===== config.mk =====
export PLATFORM = sky130hd
export DESIGN_NAME = wca_port_scheduler
export DESIGN_NICKNAME = d
export VERILOG_FILES = /design/src/rtl/wca_port_scheduler.sv
export SDC_FILE = /design/constraint.sdc
export NUM_CORES = 1
export LEC_CHECK = 0
export ABC_CLOCK_PERIOD_IN_PS = 2200
export CAP_MARGIN = 25
export CORE_AREA = 10 10 80 65
export DETAILED_ROUTE_END_ITERATION = 7
export DIE_AREA = 0 0 90 75
export PLACE_DENSITY = 0.77
export SLEW_MARGIN = 20
export SYNTH_ARGS = -nofsm -noshare
export SYNTH_HDL_FRONTEND = slang
export SYNTH_SLANG_ARGS = --single-unit
export TNS_END_PERCENT = 30

===== constraint.sdc =====
create_clock -name clock -period 2.2 [get_ports clock]
set_clock_uncertainty 0.1 [all_clocks]
set_input_delay 0.44 -clock clock [delete_from_list [all_inputs] [get_ports clock]]
set_output_delay 0.44 -clock clock [all_outputs]
set_load 0.03 [all_outputs]

===== src/rtl/wca_port_scheduler.sv =====
// Round-robin owner of a shared port interface: latches one requester's command,
// settles the address, issues the command, then waits for idle or watchdog expiry.
module wca_port_scheduler #(
  parameter int COUNT_PORTS   = 4,
  parameter int NBITS_ADDR    = 2,
  parameter int SETTLE_CYCLES = 3,
  parameter int TIMEOUT       = 255
) (
  input  logic                     clock,
  input  logic                     reset,
  input  logic                     enable,
  input  logic [2*COUNT_PORTS-1:0] reqCmd,
  input  logic                     pifBusy,
  output logic [NBITS_ADDR+1:0]    pifCtrl,
  output logic [COUNT_PORTS-1:0]   grant,
  output logic [COUNT_PORTS-1:0]   done,
  output logic                     timeout
);

  typedef enum logic [2:0] {
    S_IDLE,
    S_SETTLE,
    S_CMD,
    S_CMD_WAIT1,
    S_CMD_WAIT2,
    S_WAIT_COMPLETE
  } state_t;

  state_t                 state_q, state_d;
  logic [3:0]             settle_q, settle_d;
  logic [7:0]             wdog_q, wdog_d;
  logic [NBITS_ADDR-1:0]  last_q, last_d;
  logic [NBITS_ADDR-1:0]  addr_q, addr_d;
  logic [1:0]             latch_q, latch_d;
  logic [1:0]             cmd_q, cmd_d;
  logic [COUNT_PORTS-1:0] grant_q, grant_d;
  logic [COUNT_PORTS-1:0] done_q, done_d;
  logic                   timeout_q, timeout_d;

  logic [COUNT_PORTS-1:0] req_vld;
  logic [NBITS_ADDR-1:0]  win_idx;
  logic                   win_vld;
  logic                   arb_go;
  logic                   wc_done;
  logic                   wc_expire;

  always_comb begin
    for (int i = 0; i < COUNT_PORTS; i++) req_vld[i] = |reqCmd[2*i +: 2];
  end

  // First nonzero requester after the previous winner, wrapping modulo COUNT_PORTS.
  always_comb begin
    int idx;
    idx     = 0;
    win_vld = 1'b0;
    win_idx = '0;
    for (int k = 1; k <= COUNT_PORTS; k++) begin
      idx = int'(last_q) + k;
      if (idx >= COUNT_PORTS) idx = idx - COUNT_PORTS;
      if (!win_vld && req_vld[idx]) begin
        win_vld = 1'b1;
        win_idx = NBITS_ADDR'(idx);
      end
    end
  end

  // The cycle carrying a done/timeout pulse is a dead IDLE cycle; arbitration resumes after it.
  assign arb_go    = (state_q == S_IDLE) && enable && win_vld && !(|done_q) && !timeout_q;
  assign wc_done   = (state_q == S_WAIT_COMPLETE) && !pifBusy;
  assign wc_expire = (state_q == S_WAIT_COMPLETE) && pifBusy && (TIMEOUT != 0) &&
                     (wdog_q == 8'(TIMEOUT - 1));

  always_ff @(posedge clock or posedge reset) begin
    if (reset) begin
      state_q   <= S_IDLE;
      settle_q  <= '0;
      wdog_q    <= '0;
      last_q    <= NBITS_ADDR'(COUNT_PORTS - 1);
      addr_q    <= NBITS_ADDR'(COUNT_PORTS - 1);
      latch_q   <= 2'b00;
      cmd_q     <= 2'b00;
      grant_q   <= '0;
      done_q    <= '0;
      timeout_q <= 1'b0;
    end else begin
      state_q   <= state_d;
      settle_q  <= settle_d;
      wdog_q    <= wdog_d;
      last_q    <= last_d;
      addr_q    <= addr_d;
      latch_q   <= latch_d;
      cmd_q     <= cmd_d;
      grant_q   <= grant_d;
      done_q    <= done_d;
      timeout_q <= timeout_d;
    end
  end

  always_comb begin
    state_d  = state_q;
    settle_d = settle_q;
    wdog_d   = wdog_q;
    last_d   = last_q;
    latch_d  = latch_q;
    case (state_q)
      S_IDLE: begin
        if (arb_go) begin
          last_d   = win_idx;
          latch_d  = reqCmd[2*win_idx +: 2];
          settle_d = 4'(SETTLE_CYCLES);
          state_d  = (win_idx == addr_q) ? S_CMD : S_SETTLE;
        end
      end
      S_SETTLE: begin
        settle_d = settle_q - 4'd1;
        if (settle_q == 4'd1) state_d = S_CMD;
      end
      S_CMD:       state_d = S_CMD_WAIT1;
      S_CMD_WAIT1: state_d = S_CMD_WAIT2;
      S_CMD_WAIT2: state_d = S_WAIT_COMPLETE;
      S_WAIT_COMPLETE: begin
        if (wc_done || wc_expire) state_d = S_IDLE;
        else if (TIMEOUT != 0)    wdog_d  = wdog_q + 8'd1;
      end
      default: state_d = S_IDLE;
    endcase
    if (state_d == S_CMD && state_q != S_CMD) wdog_d = '0;
  end

  always_comb begin
    addr_d    = addr_q;
    grant_d   = grant_q;
    done_d    = '0;
    timeout_d = 1'b0;
    cmd_d     = 2'b00;
    if (state_q inside {S_CMD, S_CMD_WAIT1, S_CMD_WAIT2}) cmd_d = latch_q;
    if (arb_go) begin
      addr_d           = win_idx;
      grant_d          = '0;
      grant_d[win_idx] = 1'b1;
    end
    if (wc_done) begin
      done_d  = grant_q;
      grant_d = '0;
    end
    if (wc_expire) begin
      timeout_d = 1'b1;
      grant_d   = '0;
    end
  end

  assign pifCtrl = {addr_q, cmd_q};
  assign grant   = grant_q;
  assign done    = done_q;
  assign timeout = timeout_q;

endmodule


==> impl_metrics.env <==
export IMPL_combPwrFrac=0.478
export IMPL_critical_path_max_fanout=6
export IMPL_yosysTopAreaCellShare=0.415
export IMPL_grt_start_max_net_pins=33
export IMPL_slew_headroom=0.737
export IMPL_power_density_mw_per_mm2=1230
export IMPL_fin_nets=237
export IMPL_start_kind="primary input"
export IMPL_whs_ns=0.378
export IMPL_cpPeakStageDelay_ns=0.51
export IMPL_pwr_share_clk=0.173
export IMPL_grt_pass1_wl_um=6630
export IMPL_multiInputGateArea_sq_um=815
export IMPL_synthMuxAreaShare=0.0178
export IMPL_initial_core_util=0.470
export IMPL_ios=25
export IMPL_fmax_ghz=0.466
export IMPL_area_sequential_sq_um=806
export IMPL_wl_per_cell_um=14.7
export IMPL_endpoint_kind="flip-flop"
export IMPL_setup_viol=0
export IMPL_fin_setup_tns_ns=0
export IMPL_synth_ff_type="dfrtp_1"
export IMPL_htree_levels=2
export IMPL_final_util=0.625
export IMPL_critical_path_slowest_cell="or4_1"
export IMPL_synth_top_family_by_area="simple AND/OR/NAND/NOR gates"
export IMPL_synth_seq_area_share=0.477
export IMPL_syn_to_final_growth_pct=32.8
export IMPL_ant_nets=0
export IMPL_yosysUniqueCellTypes=47
export IMPL_n_antenna_cell=0
export IMPL_hp_class="reg -> reg"
export IMPL_root_buffer="clkbuf_8"
export IMPL_tritoncts="yes"
export IMPL_io_buffers=24
export IMPL_path_cells="clkbuf_2 -> or4_1 -> a32o_1 -> a221o_2 -> buf_4 -> a221oi_1 -> o31ai_1"
export IMPL_first_iter_violations=83
export IMPL_intPower_w=0.00171
export IMPL_seq_power_share=0.349
export IMPL_synth_compound_area_frac=0.159
export IMPL_fillCellCount=300
export IMPL_worst_ep_arrival_time_ns=2.20
export IMPL_die_w_um=90
export IMPL_synth_nets=186
export IMPL_gp_congestion=0.950
export IMPL_yosysMostFrequentCell="dfrtp_1"
export IMPL_grt_pass1_vias=1401
export IMPL_synthArstFlopShare=1.00
export IMPL_critical_path_class="in -> reg"
export IMPL_finalCritPeriodShare=0.976
export IMPL_layout_min_cycle_time_ns=2.15
export IMPL_status="finished clean"
export IMPL_p_leak_nw=1.03
export IMPL_synth_edf_count=0
export IMPL_synth_fa_ha_area_frac=0.0297
export IMPL_grtUsageTotal=0.122
export IMPL_yosysWarnings=0
export IMPL_route_detailed_drc=0
export IMPL_vias=1441
export IMPL_worstMarginPinSlew_ns=0.395
export IMPL_finalHoldViolations=0
export IMPL_crit_family="compound AO/OA/AOI/OAI gates"
export IMPL_critPathBufInv=2
export IMPL_ir_drop_v=0.000848
export IMPL_avgSynthCellArea_sq_um=9.93
export IMPL_ys_ff_latch=32
export IMPL_clock_latency_ns=0.28
export IMPL_rsz0062_at_grt="false"
export IMPL_yosys_top_cells_count="28 x dfrtp_1, 23 x nor2_1, 17 x nand2_1"
export IMPL_cts_buffers=5
export IMPL_synthSimpleGateAreaFrac=0.221
export IMPL_clock_sinks=32
export IMPL_netlist_instances=170
export IMPL_rows=19
export IMPL_via_per_inst=5.28
export IMPL_cts_buffer_depth=2
export IMPL_hpwl_um=3100
export IMPL_die_height_um=75
export IMPL_antenna_found_initial=0
export IMPL_swShare=0.380
export IMPL_synth_largest_area_cell="dfrtp_1"
export IMPL_core_area_sq_mm=0.00359
export IMPL_overflow=0
export IMPL_synth_area_top_cells="dfrtp_1 42%, dfstp_2 6.2%, nor2_1 5.1%"
export IMPL_cts_clk_slew_worst_paths_ns=0.06
export IMPL_maxCapViolations=0
export IMPL_drv_slew=0
export IMPL_drt_wl_total_um=4010
export IMPL_drive_above_1_share=0.231
export IMPL_worstPathRequired_ns=2.25
export IMPL_synthXorXnorAreaFrac=0.0467
export IMPL_syn_area_sq_mm=0.00169
export IMPL_die_area_sq_mm=0.00675
export IMPL_first_pass_iters=4
export IMPL_p_sw_w=0.00105
-- registers in the layout, indices dropped and copies added, names as in the netlist --
signal and cells:
grant 4, state_q 3, last_q 2, latch_q 2, wdog_q 8, done 4, settle_q 4, cmd_q 2
timeout 1, addr_q 2
-- what timing repair did --
| action | 4_1_cts | 5_1_grt |
|---|---|---|
| buffers inserted | 1 | 0 |
| hold buffers | 0 | 0 |
| gates resized for setup | 17 | 5 |
| hold endpoints to repair | 0 | 0 |
| gates cloned | 0 | 0 |
| endpoints found under the setup margin | 16 | 16 |
| pin swaps | 5 | 5 |
-- cell type report --
| cell class | instances | share of cell area |
|---|---|---|
| repair buffers | 50 | 0.197 |
| multi-input cells | 127 | 0.363 |
| flip-flops and latches | 32 | 0.359 |
| well taps | 52 | 0.0290 |
| clock buffers | 7 | 0.0430 |
| inverters | 5 | 0.00837 |
-- per-stage QoR --
| step | setup slack [ns] | total power, W | instances | cell area (sq um) |
|---|---|---|---|---|
| 6_report | 0.0528 | 0.00276 | 273 | 2240 |
| 3_5_place_dp | -0.550 | 0.00227 | 265 | 2130 |
| 4_1_cts | -0.0565 | 0.00276 | 273 | 2240 |
| 2_1_floorplan | -0.183 | 0.00179 | 170 | 1690 |
| 3_3_place_gp | -0.543 | 0.00221 | 265 | 2130 |
| 5_1_grt | 0.00820 | 0.00296 | 273 | 2240 |
-- path summary, 6_finish.rpt --
kind	from	end	slack [ns]	cells after the start
min in group asynchronous	reset	grant[3]$_DFFE_PP0P_	0.43	3
worst min-delay path	latch_q[0]$_DFFE_PP0P_	latch_q[0]$_DFFE_PP0P_	0.38	2
worst max-delay path	reqCmd[1]	latch_q[0]$_DFFE_PP0P_	0.05	7
max in group asynchronous	reset	last_q[0]$_DFFE_PP1P_	1.25	3
worst max register to register	last_q[1]$_DFFE_PP1P_	wdog_q[1]$_DFFE_PP0P_	0.07	7
worst min register to register	latch_q[0]$_DFFE_PP0P_	latch_q[0]$_DFFE_PP0P_	0.38	2
-- power groups by stage --
stage / registers [W] / logic, W / clock network, W
2_1_floorplan: 0.00101 / 0.000783 / 0
3_3_place_gp: 0.000946 / 0.00127 / 0
3_5_place_dp: 0.000961 / 0.00131 / 0
4_1_cts: 0.000955 / 0.00133 / 0.000483
5_1_grt: 0.000985 / 0.00146 / 0.000514
6_report: 0.000962 / 0.00132 / 0.000476
-- metal layers --
layer	vias to the layer above	share of wire	track usage	wire, um
met1	700	0.44	0.147	1780
met3	7	0.051	0.0367	204
met2	27	0.49	0.203	1970
met4	0	0.014	0.0475	55
met5	-	0	0	0
li1	707	-	-	-
-- worst register-to-register path, cell delays in order, from the launching register on --
cell      delay, ns
dfstp_2        0.63
o21a_1         0.17
o22ai_1        0.10
a221o_1        0.34
xnor2_1        0.16
a31o_1         0.27
buf_12         0.15
a211oi_2       0.13
-- cell usage in the layout (no fill, tap or decap), drive strengths merged, types with 5 or more instances in the layout --
cell / instances
o21ai: 7
clkbuf: 8
a21oi: 8
clkdlybuf4s50: 18
dfrtp: 28
xor2: 6
buf: 29
nand2: 17
nor2: 23
inv: 5
nand4: 5
and2: 5
-- cell families (layout without fill, tap and decap cells) --
family | after synthesis | count (layout)
and+or+nand+nor | 73 | 73
AOI/OAI and AO/OA | 38 | 38
DFF | 32 | 32
buffers and inverters | 11 | 62
xor gates and xnor gates | 9 | 9
adders and majority gates | 4 | 4
muxes | 3 | 3
Note: power is estimated with default switching activity, not from simulation.
